===== config.mk =====
export PLATFORM = sky130hd
export DESIGN_NAME = csr_access_ctrl_flat
export DESIGN_NICKNAME = d
export VERILOG_FILES = /design/src/rtl/csr_access_ctrl_if.sv /design/src/rtl/csr_access_ctrl.sv /design/src/flat_wrapper.sv
export SDC_FILE = /design/constraint.sdc
export NUM_CORES = 1
export LEC_CHECK = 0
export BUFFER_PORTS_ARGS = -buffer_cell sky130_fd_sc_hd__buf_2
export CAP_MARGIN = 20
export CORE_UTILIZATION = 40
export DETAILED_ROUTE_END_ITERATION = 8
export GPL_TIMING_DRIVEN = 0
export PLACE_DENSITY = 0.78
export REMOVE_ABC_BUFFERS = 1
export SLEW_MARGIN = 10
export SYNTH_ARGS = -nofsm -noshare
export SYNTH_HDL_FRONTEND = slang
export SYNTH_SLANG_ARGS = --single-unit
export TNS_END_PERCENT = 20

===== constraint.sdc =====
create_clock -name cpu_clk -period 1.95 [get_ports cpu_clk]
set_input_delay 0.585 -clock cpu_clk [delete_from_list [all_inputs] [get_ports cpu_clk]]
set_output_delay 0.585 -clock cpu_clk [all_outputs]
set_load 0.01 [all_outputs]

===== src/rtl/csr_access_ctrl_if.sv =====
// Bundle between csr_access_ctrl and decode, mcsr, writeback and trap_ctrl.
// master is the controller's view; slave is everything around it.
interface csr_access_ctrl_if #(
  parameter int DATA_WIDTH  = 32,
  parameter int INSTR_WIDTH = 32
);
  logic                   csr_req;
  logic                   csr_req_ready;
  logic [INSTR_WIDTH-1:0] instr_in;
  logic [DATA_WIDTH-1:0]  rs1_data;
  logic                   flush;
  logic [11:0]            csr_addr;
  logic                   mcsr_rd;
  logic                   mcsr_wr;
  logic                   valid_mcsr_rd;
  logic                   valid_mcsr_wr;
  logic                   mcsr_set;
  logic                   mcsr_clr;
  logic [DATA_WIDTH-1:0]  write_data;
  logic [DATA_WIDTH-1:0]  read_data;
  logic                   csr_illegal_access;
  logic                   wb_valid;
  logic                   wb_ready;
  logic [4:0]             wb_rd_idx;
  logic [DATA_WIDTH-1:0]  wb_data;
  logic                   illegal_trap;
  logic [INSTR_WIDTH-1:0] illegal_instr;
  logic                   busy;

  modport master (
    input  csr_req, instr_in, rs1_data, flush,
    input  read_data, csr_illegal_access, wb_ready,
    output csr_req_ready, csr_addr,
    output mcsr_rd, mcsr_wr,
    output valid_mcsr_rd, valid_mcsr_wr,
    output mcsr_set, mcsr_clr, write_data,
    output wb_valid, wb_rd_idx, wb_data,
    output illegal_trap, illegal_instr, busy
  );

  modport slave (
    output csr_req, instr_in, rs1_data, flush,
    output read_data, csr_illegal_access, wb_ready,
    input  csr_req_ready, csr_addr,
    input  mcsr_rd, mcsr_wr,
    input  valid_mcsr_rd, valid_mcsr_wr,
    input  mcsr_set, mcsr_clr, write_data,
    input  wb_valid, wb_rd_idx, wb_data,
    input  illegal_trap, illegal_instr, busy
  );
endinterface


===== src/rtl/csr_access_ctrl.sv =====
// Zicsr sequencer: read phase, separate modify-write phase, then writeback
// of the old CSR value or a one-cycle illegal-instruction trap request.
module csr_access_ctrl #(
  parameter int DATA_WIDTH  = 32,
  parameter int INSTR_WIDTH = 32
) (
  input logic               cpu_clk,
  input logic               cpu_rstn,
  csr_access_ctrl_if.master bus
);

  typedef enum logic [1:0] {
    S_IDLE,
    S_ACC,
    S_WR,
    S_WB
  } state_t;

  state_t r_state;
  state_t w_next;

  logic [INSTR_WIDTH-1:0] r_instr;
  logic [DATA_WIDTH-1:0]  r_operand;
  logic                   r_do_rd;
  logic                   r_do_wr;
  logic [DATA_WIDTH-1:0]  r_wb_data;
  logic                   r_trap;
  logic [INSTR_WIDTH-1:0] r_trap_instr;

  logic [2:0]            w_in_f3;
  logic [4:0]            w_in_rs1;
  logic [4:0]            w_in_rd;
  logic                  w_in_rw;
  logic                  w_in_rs;
  logic                  w_in_rc;
  logic                  w_in_ok;
  logic                  w_in_do_rd;
  logic                  w_in_do_wr;
  logic [DATA_WIDTH-1:0] w_in_operand;
  logic                  w_accept;

  assign w_in_f3  = bus.instr_in[14:12];
  assign w_in_rs1 = bus.instr_in[19:15];
  assign w_in_rd  = bus.instr_in[11:7];

  always_comb begin
    w_in_rw = 1'b0;
    w_in_rs = 1'b0;
    w_in_rc = 1'b0;
    unique case (w_in_f3)
      3'b001, 3'b101: w_in_rw = 1'b1;
      3'b010, 3'b110: w_in_rs = 1'b1;
      3'b011, 3'b111: w_in_rc = 1'b1;
      default: ;
    endcase
  end

  // bad f3 leaves both intents clear so mcsr sees no access at all
  assign w_in_ok    = w_in_rw | w_in_rs | w_in_rc;
  assign w_in_do_rd = w_in_ok & ~(w_in_rw & (w_in_rd == 5'd0));
  assign w_in_do_wr = w_in_rw
                    | ((w_in_rs | w_in_rc) & (w_in_rs1 != 5'd0));

  assign w_in_operand = w_in_f3[2]
    ? {{(DATA_WIDTH-5){1'b0}}, w_in_rs1}
    : bus.rs1_data;

  assign w_accept = bus.csr_req & (r_state == S_IDLE) & ~bus.flush;

  logic [2:0] w_f3;
  logic [4:0] w_rd;
  logic       w_set;
  logic       w_clr;
  logic       w_f3_ok;
  logic       w_illegal;

  assign w_f3 = r_instr[14:12];
  assign w_rd = r_instr[11:7];

  always_comb begin
    w_set   = 1'b0;
    w_clr   = 1'b0;
    w_f3_ok = 1'b0;
    unique case (w_f3)
      3'b001, 3'b101: w_f3_ok = 1'b1;
      3'b010, 3'b110: begin
        w_f3_ok = 1'b1;
        w_set   = 1'b1;
      end
      3'b011, 3'b111: begin
        w_f3_ok = 1'b1;
        w_clr   = 1'b1;
      end
      default: ;
    endcase
  end

  assign w_illegal = bus.csr_illegal_access
                   | ~w_f3_ok
                   | ~(r_do_rd | r_do_wr);

  logic                  w_mcsr_rd;
  logic                  w_mcsr_wr;
  logic                  w_vld_rd;
  logic                  w_vld_wr;
  logic                  w_mset;
  logic                  w_mclr;
  logic [DATA_WIDTH-1:0] w_wdata;
  logic                  w_wb_valid;
  logic [4:0]            w_wb_rd;
  logic [DATA_WIDTH-1:0] w_wb_data_nxt;
  logic                  w_trap_nxt;

  always_comb begin
    w_next        = r_state;
    w_mcsr_rd     = 1'b0;
    w_mcsr_wr     = 1'b0;
    w_vld_rd      = 1'b0;
    w_vld_wr      = 1'b0;
    w_mset        = 1'b0;
    w_mclr        = 1'b0;
    w_wdata       = '0;
    w_wb_valid    = 1'b0;
    w_wb_rd       = 5'd0;
    w_wb_data_nxt = r_wb_data;
    w_trap_nxt    = 1'b0;
    unique case (r_state)
      S_IDLE: begin
        if (w_accept) w_next = S_ACC;
      end
      S_ACC: begin
        w_mcsr_rd     = r_do_rd;
        w_mcsr_wr     = r_do_wr;
        w_vld_rd      = r_do_rd & ~bus.flush;
        w_wb_data_nxt = r_do_rd ? bus.read_data : '0;
        if (bus.flush) begin
          w_next = S_IDLE;
        end else if (w_illegal) begin
          w_trap_nxt = 1'b1;
          w_next     = S_IDLE;
        end else if (r_do_wr) begin
          w_next = S_WR;
        end else if (w_rd != 5'd0) begin
          w_next = S_WB;
        end else begin
          w_next = S_IDLE;
        end
      end
      S_WR: begin
        w_mcsr_wr = 1'b1;
        w_vld_wr  = ~bus.flush;
        w_mset    = w_set;
        w_mclr    = w_clr;
        w_wdata   = r_operand;
        if (!bus.flush && w_rd != 5'd0) w_next = S_WB;
        else                            w_next = S_IDLE;
      end
      S_WB: begin
        w_wb_valid = ~bus.flush;
        w_wb_rd    = w_rd;
        if (bus.flush || bus.wb_ready) w_next = S_IDLE;
      end
      default: w_next = S_IDLE;
    endcase
  end

  always_ff @(posedge cpu_clk or negedge cpu_rstn) begin
    if (!cpu_rstn) begin
      r_state      <= S_IDLE;
      r_instr      <= '0;
      r_operand    <= '0;
      r_do_rd      <= 1'b0;
      r_do_wr      <= 1'b0;
      r_wb_data    <= '0;
      r_trap       <= 1'b0;
      r_trap_instr <= '0;
    end else begin
      r_state      <= w_next;
      r_wb_data    <= w_wb_data_nxt;
      r_trap       <= w_trap_nxt;
      r_trap_instr <= w_trap_nxt ? r_instr : '0;
      if (w_accept) begin
        r_instr   <= bus.instr_in;
        r_operand <= w_in_operand;
        r_do_rd   <= w_in_do_rd;
        r_do_wr   <= w_in_do_wr;
      end
    end
  end

  assign bus.csr_req_ready = (r_state == S_IDLE);
  assign bus.busy          = (r_state != S_IDLE);
  assign bus.csr_addr      = r_instr[31:20];
  assign bus.mcsr_rd       = w_mcsr_rd;
  assign bus.mcsr_wr       = w_mcsr_wr;
  assign bus.valid_mcsr_rd = w_vld_rd;
  assign bus.valid_mcsr_wr = w_vld_wr;
  assign bus.mcsr_set      = w_mset;
  assign bus.mcsr_clr      = w_mclr;
  assign bus.write_data    = w_wdata;
  assign bus.wb_valid      = w_wb_valid;
  assign bus.wb_rd_idx     = w_wb_rd;
  assign bus.wb_data       = r_wb_data;
  assign bus.illegal_trap  = r_trap;
  assign bus.illegal_instr = r_trap_instr;

endmodule


===== src/flat_wrapper.sv =====
// flat-port wrapper written by rule: the top's interface ports become plain ports
module csr_access_ctrl_flat 
#(
  parameter int DATA_WIDTH  = 32,
  parameter int INSTR_WIDTH = 32
)
  (cpu_clk, cpu_rstn, bus_csr_req, bus_instr_in, bus_rs1_data, bus_flush, bus_read_data, bus_csr_illegal_access, bus_wb_ready, bus_csr_req_ready, bus_csr_addr, bus_mcsr_rd, bus_mcsr_wr, bus_valid_mcsr_rd, bus_valid_mcsr_wr, bus_mcsr_set, bus_mcsr_clr, bus_write_data, bus_wb_valid, bus_wb_rd_idx, bus_wb_data, bus_illegal_trap, bus_illegal_instr, bus_busy);
  csr_access_ctrl_if #(.DATA_WIDTH(DATA_WIDTH), .INSTR_WIDTH(INSTR_WIDTH)) bus_i ();
  input logic cpu_clk;
  input logic cpu_rstn;
  input wire logic [$bits(bus_i.csr_req)-1:0] bus_csr_req;
  input wire logic [$bits(bus_i.instr_in)-1:0] bus_instr_in;
  input wire logic [$bits(bus_i.rs1_data)-1:0] bus_rs1_data;
  input wire logic [$bits(bus_i.flush)-1:0] bus_flush;
  input wire logic [$bits(bus_i.read_data)-1:0] bus_read_data;
  input wire logic [$bits(bus_i.csr_illegal_access)-1:0] bus_csr_illegal_access;
  input wire logic [$bits(bus_i.wb_ready)-1:0] bus_wb_ready;
  output wire logic [$bits(bus_i.csr_req_ready)-1:0] bus_csr_req_ready;
  output wire logic [$bits(bus_i.csr_addr)-1:0] bus_csr_addr;
  output wire logic [$bits(bus_i.mcsr_rd)-1:0] bus_mcsr_rd;
  output wire logic [$bits(bus_i.mcsr_wr)-1:0] bus_mcsr_wr;
  output wire logic [$bits(bus_i.valid_mcsr_rd)-1:0] bus_valid_mcsr_rd;
  output wire logic [$bits(bus_i.valid_mcsr_wr)-1:0] bus_valid_mcsr_wr;
  output wire logic [$bits(bus_i.mcsr_set)-1:0] bus_mcsr_set;
  output wire logic [$bits(bus_i.mcsr_clr)-1:0] bus_mcsr_clr;
  output wire logic [$bits(bus_i.write_data)-1:0] bus_write_data;
  output wire logic [$bits(bus_i.wb_valid)-1:0] bus_wb_valid;
  output wire logic [$bits(bus_i.wb_rd_idx)-1:0] bus_wb_rd_idx;
  output wire logic [$bits(bus_i.wb_data)-1:0] bus_wb_data;
  output wire logic [$bits(bus_i.illegal_trap)-1:0] bus_illegal_trap;
  output wire logic [$bits(bus_i.illegal_instr)-1:0] bus_illegal_instr;
  output wire logic [$bits(bus_i.busy)-1:0] bus_busy;
  assign bus_i.csr_req = bus_csr_req;
  assign bus_i.instr_in = bus_instr_in;
  assign bus_i.rs1_data = bus_rs1_data;
  assign bus_i.flush = bus_flush;
  assign bus_i.read_data = bus_read_data;
  assign bus_i.csr_illegal_access = bus_csr_illegal_access;
  assign bus_i.wb_ready = bus_wb_ready;
  assign bus_csr_req_ready = bus_i.csr_req_ready;
  assign bus_csr_addr = bus_i.csr_addr;
  assign bus_mcsr_rd = bus_i.mcsr_rd;
  assign bus_mcsr_wr = bus_i.mcsr_wr;
  assign bus_valid_mcsr_rd = bus_i.valid_mcsr_rd;
  assign bus_valid_mcsr_wr = bus_i.valid_mcsr_wr;
  assign bus_mcsr_set = bus_i.mcsr_set;
  assign bus_mcsr_clr = bus_i.mcsr_clr;
  assign bus_write_data = bus_i.write_data;
  assign bus_wb_valid = bus_i.wb_valid;
  assign bus_wb_rd_idx = bus_i.wb_rd_idx;
  assign bus_wb_data = bus_i.wb_data;
  assign bus_illegal_trap = bus_i.illegal_trap;
  assign bus_illegal_instr = bus_i.illegal_instr;
  assign bus_busy = bus_i.busy;
  csr_access_ctrl #(.DATA_WIDTH(DATA_WIDTH), .INSTR_WIDTH(INSTR_WIDTH)) u_core (.cpu_clk(cpu_clk), .cpu_rstn(cpu_rstn), .bus(bus_i));
endmodule

[Word-level counts from Yosys, hierarchy flattened]
Index checks and enable logic that the tools add are counted.
Word-level totals
  bits in registers: 133
  logic and storage cells: 86
Operators by class
  equality and inequality tests: 17
  multiplexer cells: 29
  bitwise logic cells: 17
  reductions and logical operators: 15
Operators with widths (number)
  32-bit 2-to-1 mux: 4
  3-bit equality test (second input constant): 6
  1-bit 2-to-1 mux: 15
  2-bit 2-to-1 mux: 7
  3-bit by 2-bit equality test with 1-bit output (second input constant): 4
  5-bit nonzero test: 2
  2-bit OR reduction: 5
  2-bit one-hot mux with 4 select lines: 1
  1-bit bitwise OR: 7
  1-bit bitwise AND: 6
  3-bit by 1-bit equality test with 1-bit output (second input constant): 2
  6-bit OR reduction: 1
  5-bit zero test: 1
  5-bit 2-to-1 mux: 1
  2-bit equality test (second input constant): 2
  2-bit by 1-bit inequality test with 1-bit output (second input constant): 2
  1-bit inverter: 4
  2-bit by 1-bit equality test with 1-bit output (second input constant): 1
  2-bit zero test: 1
  1-bit one-hot mux with 2 select lines: 1
  2-bit AND reduction: 1
  2-bit nonzero test: 1
  1-bit logical AND: 1
  1-bit zero test: 1
  1-bit logical OR: 1

[Logic depth before layout (Yosys ltp)]
Gate-level depths: netlist (run 1).
  depth after elaboration: 10
  gate-level depth with buffers: 7

[Worst setup path after synthesis (run 1)]
Ideal clock, no wire load.
  path kind: register -> output
  start: register u_core.r_state[1]
  end: output port bus_mcsr_rd
  data arrival time: 1.208 ns
  path slack: 0.157 ns
  cell stages (with the launch flop): 6
  buffers on the path: 2
  path through: dfrtp_1 > inv_1 > ha_1 > buf_2 > and2_0 > buf_2
Between the ends
  cells in the longest elaborated chain, start to end: 2
RTL lines
  start: declaration: line csr_access_ctrl.sv:19  | state_t r_state;
  start signal: assignment: line csr_access_ctrl.sv:178  | r_state <= w_next;
  2-bit by 1-bit equality test with 1-bit output: line csr_access_ctrl.sv:127  | unique case (r_state)
  1-bit 2-to-1 mux: line csr_access_ctrl.sv:127
  end: declaration: line flat_wrapper.sv:20  | output wire logic [$bits(bus_i.mcsr_rd)-1:0] bus_mcsr_rd;
No other way between the ends.

[Final worst setup path (run 1)]
  start: register u_core.r_state[0]
  end: output port bus_mcsr_wr
Between the ends
  cells in the longest elaborated chain, start to end: 2
  elaborated cells on any way between the ends: 3
RTL lines
  2-bit equality test or 2-bit by 1-bit equality test with 1-bit output (tied branches): line csr_access_ctrl.sv:127
  1-bit one-hot mux with 2 select lines (*): line csr_access_ctrl.sv:127
  end: declaration: line flat_wrapper.sv:21  | output wire logic [$bits(bus_i.mcsr_wr)-1:0] bus_mcsr_wr;
Every way passes the cells marked *; elsewhere a longest branch is shown, timed or not.

==> flow_metrics.env, run 1 <==
export IMPL_antenna_found_initial=1
export IMPL_status="finished with violations"
export IMPL_synth_fa_ha_area_frac=0.008658
export IMPL_cap_violations=0
export IMPL_fin_cells=933
export IMPL_place_congestion=0.7822
export IMPL_clock_sinks=133
export IMPL_cts_root_buf="clkbuf_16"
export IMPL_vias=4397
export IMPL_grt_max_degree=75
export IMPL_holdWs_ns=0.1548
export IMPL_power_switching_mw=3.635
export IMPL_wirelength_met1_um=5781
export IMPL_initial_core_util=0.4132
export IMPL_fmax_ghz=0.4677
export IMPL_critical_path_class="register to output pin"
export IMPL_grt_ovfl_total=0
export IMPL_ctsHoldBuffers=0
export IMPL_area_delta_synth_final_pct=33.38
export IMPL_endpoint_kind="output pin"
export IMPL_wl_met3_um=988
export IMPL_muxShareOfSynthArea=0.09177
export IMPL_hp_class="input pin to async pin"
export IMPL_period_needed_ns=2.138
export IMPL_num_nets_final=846
export IMPL_worstPathRequired_ns=1.36
export IMPL_cts_tree="built"
export IMPL_grt_pass1_wl_um=21470
export IMPL_top_layer_used="met5"
export IMPL_synth_edf_count=0
export IMPL_grt_pass1_vias=4263
export IMPL_ios=225
export IMPL_maxSlewHeadroom=0.6212
export IMPL_coreArea_sq_um=13990
export IMPL_clkLatencyLatePin_ns=0.40
export IMPL_synth_warnings=0
export IMPL_synthSimpleGateAreaFrac=0.1816
export IMPL_p_sw_frac=0.3242
export IMPL_drive_gt1_frac=0.4223
export IMPL_placed_area_sq_um=6959
export IMPL_synth_seq_cells=133
export IMPL_finalSetupViolCount=46
export IMPL_die_h_um=122.2
export IMPL_yosysSeqAreaShare=0.5758
export IMPL_cp_slowest_cell="dfrtp_2"
export IMPL_n_antenna_cell=0
export IMPL_synth_xor_area_frac=0
export IMPL_critPathLaunchType="register"
export IMPL_grt_usage=0.1880
export IMPL_routed_wl_um=13690
export IMPL_power_frac_seq=0.406
export IMPL_clk_pin_slew_ns=0.05
export IMPL_setup_slack_ns=-0.1880
export IMPL_drc=0
export IMPL_power_leakage_nw=4.124
export IMPL_rows=43
export IMPL_fin_area_sq_um=7710
export IMPL_tightestPinTransition_ns=0.5682
export IMPL_drt_iter0_markers=150
export IMPL_dp_cells=888
export IMPL_place_hpwl_um=8981
export IMPL_htree_levels=4
export IMPL_fin_skew_ns=0.006164
export IMPL_dr_pass1_iters=4
export IMPL_netlist_area_leader_share=0.5758
export IMPL_cts_buffers_inserted=17
export IMPL_synth_compound_area_share=0.07143
export IMPL_yosys_area_top_type="dfrtp_1"
export IMPL_violations="setup timing"
export IMPL_rsz0062_at_grt="true"
export IMPL_finalPower_mw=11.21
export IMPL_cp_cell_sequence="inv_4 -> ha_4 -> buf_16 -> a21oi_1 -> nor2b_1 -> buf_2"
export IMPL_synth_main_ff_cell="dfrtp_1"
export IMPL_combPwrFrac=0.324
export IMPL_synthTopCellsByArea="dfrtp_1 (58%), mux2_4 (8.3%), and2_1 (7.5%)"
export IMPL_ir_drop_v=0.0005522
export IMPL_wl_met2_um=6687
export IMPL_wl_per_cell_um=14.67
export IMPL_clockBufferDepth=2
export IMPL_viasPerCell=4.713
export IMPL_power_share_clock=0.270
export IMPL_slowest_delay_ns=0.44
export IMPL_synth_top_family_by_area="simple AND/OR/NAND/NOR gates"
export IMPL_final_max_slew_violation_count=0
export IMPL_intPower_mw=7.579
export IMPL_cellPowerDensity_nw_per_um2=1455
export IMPL_io_buffers=224
export IMPL_syn_area_sq_um=5781
export IMPL_dieArea_sq_um=14940
export IMPL_cp_arrival_ns=1.55
export IMPL_avgSynthCellArea_sq_um=11.10
export IMPL_hold_viol_final=0
export IMPL_synth_async_reset_ratio=1.000
export IMPL_drtAntennaViolNets=0
export IMPL_layout_commonest_cell="buf_2"
export IMPL_path_max_fanout=24
export IMPL_rr_worst_depth=6
export IMPL_synth_cells=521
export IMPL_yosysUniqueCellTypes=36
export IMPL_final_cell_mix="buf_2 (218), dfrtp_1 (130), and2_1 (69), o21ai_0 (68), nand2_1 (51)"
export IMPL_fin_crit_sh=1.096
export IMPL_die_x_um=122.2
==> cell type report <==
class / count / area, sq um
Fill cell: 1241 / 6279
Clock inverter: 10 / 106.4
Clock buffer: 22 / 454.2
Tap cell: 180 / 225.2
Timing Repair Buffer: 239 / 1346
Multi-Input combinational cell: 313 / 2108
Inverter: 36 / 137.6
Sequential cell: 133 / 3332
==> metrics by stage <==
stage                     setup TNS (ns)  setup WS, ns  utilization
after floorplan                   -28.17       -0.5709            -
after global placement           -316.73        -1.505       0.4899
after detailed placement          -32.91       -0.8311       0.4975
after CTS                         -11.83       -0.2261       0.5458
after global routing              -8.809       -0.2734       0.5512
final                             -5.761       -0.1880       0.5512
==> critical path, delay by kind of cell (launching register included) <==
kind / cells / cell delay (ns)
flip-flops: 1 / 0.44
AO/OA/AOI/OAI: 1 / 0.05
adder cells (fa/ha/maj): 1 / 0.19
buffers and inverters: 3 / 0.38
AND/OR/NAND/NOR: 1 / 0.10
==> timing repair <==
| item | in CTS | in global routing |
|---|---|---|
| resized for setup | 10 | 13 |
| endpoints found under the setup margin | 132 | 85 |
| gates cloned | 1 | 1 |
| pin swaps | 1 | 0 |
| setup buffers | 9 | 2 |
==> synth_stat cells, types with 2 or more instances <==
cell type	number
and2_1	69
nor2_1	7
buf_1	2
a21oi_1	3
inv_1	35
mux2_4	32
nor3_1	4
nor2b_1	4
nand3_1	21
clkbuf_2	2
buf_8	3
nand2_1	52
mux2i_1	5
buf_6	4
buf_4	12
ha_1	4
dfrtp_1	133
clkbuf_1	11
nand2b_1	28
o21ai_0	68
buf_2	7
==> cell families (layout without fill, tap and decap cells) <==
| group | after synthesis | after routing |
|---|---|---|
| compound gates | 78 | 78 |
| fa+ha+maj | 4 | 4 |
| buf+inv | 77 | 307 |
| flops | 133 | 133 |
| mux | 37 | 37 |
| simple gates | 192 | 194 |
==> final timing paths <==
path	start	endpoint	slack, ns
max	u_core.r_state[0]	bus_mcsr_wr	-0.19
min	cpu_rstn	u_core.r_instr[28]	0.15
max reg2reg	u_core.r_state[0]	u_core.r_instr[25]	0.06
min reg2reg	u_core.r_operand[5]	u_core.r_operand[5]	0.47
max in group asynchronous	cpu_rstn	u_core.bus.illegal_instr[16]	1.05
min in group cpu_clk	bus_read_data[19]	u_core.bus.wb_data[19]	0.39
==> flip-flops by register name, indices dropped and copies added, names as in the netlist <==
signal                    cells
u_core.bus.illegal_instr     32
u_core.bus.illegal_trap       1
u_core.bus.wb_data           32
u_core.r_do_rd                1
u_core.r_do_wr                1
u_core.r_instr               32
u_core.r_operand             32
u_core.r_state                2
==> per-layer routing <==
metal / track usage / vias to the layer above
li1: - / 2116
met1: 0.2382 / 2093
met2: 0.3009 / 166
met3: 0.05576 / 20
met4: 0.07546 / 2
met5: 0 / -
==> power groups by stage <==
stage | Sequential (mW) | Clock, mW | Combinational [mW]
after global routing | 4.71 | 3.24 | 4.02
after detailed placement | 4.59 | 0 | 3.31
after global placement | 4.53 | 0 | 3.17
after CTS | 4.55 | 3.11 | 3.58
final | 4.56 | 3.03 | 3.63
after floorplan | 4.75 | 0 | 1.69
Note: power is estimated with default switching activity, not from simulation.
==> inputs of run 2 (changes only) <==
--- a/config.mk
+++ b/config.mk
@@ -5,12 +5,13 @@
 export SDC_FILE = /design/constraint.sdc
 export NUM_CORES = 1
 export LEC_CHECK = 0
+export ABC_AREA = 1
 export BUFFER_PORTS_ARGS = -buffer_cell sky130_fd_sc_hd__buf_2
 export CAP_MARGIN = 20
 export CORE_UTILIZATION = 40
 export DETAILED_ROUTE_END_ITERATION = 8
 export GPL_TIMING_DRIVEN = 0
-export PLACE_DENSITY = 0.78
+export PLACE_DENSITY = 0.81
 export REMOVE_ABC_BUFFERS = 1
 export SLEW_MARGIN = 10
 export SYNTH_ARGS = -nofsm -noshare
==> constraint.sdc (replaced) <==
create_clock -name cpu_clk -period 1.8 [get_ports cpu_clk]
set_input_delay 0.54 -clock cpu_clk [delete_from_list [all_inputs] [get_ports cpu_clk]]
set_output_delay 0.54 -clock cpu_clk [all_outputs]
set_load 0.01 [all_outputs]
==> run 2 against run 1 <==
The run still ends with setup timing left. Worst hold slack worse by 0.074 ns. Sequential share of layout area up 2.0 points. Power up 13%. Synthesized cell count unchanged. Sequential power up 4%.
==> flow_metrics.env, run 2 <==
export IMPL_crit_path_start="u_core.r_state[0]"
export IMPL_io_buffers=224
export IMPL_clockBufferDepth=2
export IMPL_syn_area_sq_um=5321
export IMPL_cp_arrival_ns=1.56
export IMPL_wl_per_cell_um=14.52
export IMPL_yosysMostFrequentCell="dfrtp_1"
export IMPL_dr_pass1_iters=5
export IMPL_fin_cells=923
export IMPL_synth_async_reset_ratio=1.000
export IMPL_n_antenna_cell=0
export IMPL_viasPerCell=4.800
export IMPL_die_x_um=117.3
export IMPL_num_nets_final=845
export IMPL_fin_crit_sh=1.164
export IMPL_tightestPinTransition_ns=0.6013
export IMPL_synth_main_ff_cell="dfrtp_1"
export IMPL_cellPowerDensity_nw_per_um2=1713
export IMPL_cts_buffers_inserted=17
export IMPL_endpoint_kind="output pin"
export IMPL_setup_slack_ns=-0.2954
export IMPL_yosysUniqueCellTypes=25
export IMPL_ios=225
export IMPL_synth_edf_count=0
export IMPL_layout_commonest_cell="buf_2"
export IMPL_hp_class="input pin to async pin"
export IMPL_placed_area_sq_um=6509
export IMPL_coreArea_sq_um=12770
export IMPL_die_h_um=117.3
export IMPL_place_congestion=0.7826
export IMPL_period_needed_ns=2.095
export IMPL_path_max_fanout=4
export IMPL_avgSynthCellArea_sq_um=10.21
export IMPL_synth_cells=521
export IMPL_grt_ovfl_total=0
export IMPL_rows=41
export IMPL_use_met1=0.2454
export IMPL_netlist_area_leader_share=0.6254
export IMPL_drt_iter0_markers=247
export IMPL_reg2reg_from="u_core.r_state[1]"
export IMPL_drc=0
export IMPL_grt_max_degree=76
export IMPL_yosys_area_top_type="dfrtp_1"
export IMPL_yosysSeqAreaShare=0.6254
export IMPL_critical_path_class="register to output pin"
export IMPL_critPathLaunchType="register"
export IMPL_rr_worst_depth=4
export IMPL_routed_wl_um=13400
export IMPL_power_leakage_nw=4.259
export IMPL_cap_violations=0
export IMPL_place_hpwl_um=8780
export IMPL_grt_pass1_vias=4362
export IMPL_reg2reg_to="u_core.r_operand[26]"
export IMPL_ir_drop_v=0.0006424
export IMPL_vias=4430
export IMPL_fin_area_sq_um=7371
export IMPL_crit_end="bus_mcsr_rd"
export IMPL_dieArea_sq_um=13770
export IMPL_cts_root_buf="clkbuf_16"
export IMPL_worstPathRequired_ns=1.26
export IMPL_pre_cts_ws_ns=-0.5966
export IMPL_fin_skew_ns=0.009729
export IMPL_reg2reg_slack_ns=0
export IMPL_grt_usage=0.2022
export IMPL_grt_busiest_layer="met2"
export IMPL_num_fill_cells=1127
export IMPL_maxSlewHeadroom=0.5986
export IMPL_status="finished with violations"
export IMPL_cts_tree="built"
export IMPL_initial_core_util=0.4166
export IMPL_gr_usage_met2=0.3343
export IMPL_grtUsageMet3=0.05885
export IMPL_rsz0062_at_grt="true"
export IMPL_hold_viol_final=0
export IMPL_synth_seq_cells=133
export IMPL_dp_cells=883
export IMPL_clock_sinks=133
export IMPL_antenna_found_initial=0
export IMPL_final_max_slew_violation_count=0
export IMPL_final_cell_mix="buf_2 (222), dfrtp_1 (132), nand2_1 (85), inv_1 (80), a22o_1 (59)"
export IMPL_drive_gt1_frac=0.3888
export IMPL_post_synth_most_frequent_cells="dfrtp_1 (133), nand2_1 (87), inv_1 (84)"
export IMPL_htree_levels=4
export IMPL_holdWs_ns=0.08116
export IMPL_synthTopCellsByArea="dfrtp_1 (63%), a22o_1 (9.7%), nand2_1 (6.1%)"
export IMPL_fmax_ghz=0.4772
export IMPL_clkLatencyLatePin_ns=0.41
export IMPL_synth_warnings=0
export IMPL_drtAntennaViolNets=0
export IMPL_finalSetupViolCount=48
export IMPL_area_delta_synth_final_pct=38.51
export IMPL_violations="setup timing"
export IMPL_clk_pin_slew_ns=0.06
export IMPL_grt_pass1_wl_um=21670
==> run 2: cell types whose count changed in the layout (fill, tap and decap cells not counted), moves of 6 or more <==
| cell | before | now |
|---|---|---|
| nand2b_1 | 28 | 0 |
| a21oi_1 | 3 | 15 |
| inv_1 | 32 | 80 |
| a22o_1 | 0 | 59 |
| and2_1 | 69 | 0 |
| nand3_1 | 21 | 3 |
| o21ai_0 | 68 | 31 |
| clkinv_2 | 6 | 0 |
| nor2_1 | 7 | 48 |
| nand2_1 | 51 | 85 |
| mux2_4 | 32 | 0 |
==> run 2: cell type report <==
cell class              instances  area (sq um)  area share
flip-flops and latches        133          3329      0.4517
well taps                     172         215.2     0.02920
clock inverters                11         221.5     0.03005
multi-input cells             265          1511      0.2051
inverters                      88         350.3     0.04753
clock buffers                  20         466.7     0.06332
repair inverters                1         7.507    0.001019
repair buffers                233          1269      0.1721
==> run 2: how the worst min path moves through the flow <==
stage / cells after the start / to / slack, ns
after global routing: 1 / u_core.bus.wb_data[7] / 0.12
after floorplan: 0 / u_core.bus.illegal_instr[0] / 0.24
after global placement: 2 / u_core.bus.illegal_instr[1] / 0.46
after detailed placement: 2 / u_core.bus.illegal_instr[0] / 0.47
final: 1 / u_core.bus.wb_data[7] / 0.08
after CTS: 1 / u_core.bus.wb_data[7] / 0.1
==> run 2: metrics by stage <==
step / util / TNS, ns / power (mW)
2_1_floorplan: - / -8.714 / 6.828
3_3_place_gp: 0.5026 / -256.82 / 8.181
3_5_place_dp: 0.5096 / -31.85 / 8.378
4_1_cts: 0.5753 / -11.85 / 12.69
5_1_grt: 0.5770 / -18.72 / 13.37
6_report: 0.5770 / -11.59 / 12.63
==> run 2: cells by family after synthesis <==
family / count (synthesis) / share of synthesized area
simple gates: 148 / 0.1093
flops: 133 / 0.6254
buf+inv: 125 / 0.1077
compound gates: 111 / 0.1481
fa+ha+maj: 4 / 0.009406
==> run 2: worst max-delay path: stages, from the launching register on <==
cell,delay (ns)
dfrtp_2,0.43
buf_4,0.15
ha_4,0.17
nand2_2,0.09
clkinvlp_4,0.15
buf_6,0.15
==> run 2: report_power, final <==
part | internal [mW] | switching (mW)
Combinational | 1.66 | 2.26
Sequential | 4.16 | 0.572
Clock | 2.71 | 1.27
Total | 8.53 | 4.10
==> run 2: layer usage <==
metal  part of all wire  wire length, um
met2               0.50             6639
met3              0.062              831
met5                  0                0
met1               0.42             5657
met4              0.020              274
==> run 2: timing repair <==
item,in CTS,in global routing
setup buffers,5,1
gates cloned,3,0
endpoints found under the setup margin,146,123
resized for setup,25,6
hold buffers,0,0
pin swaps,4,2
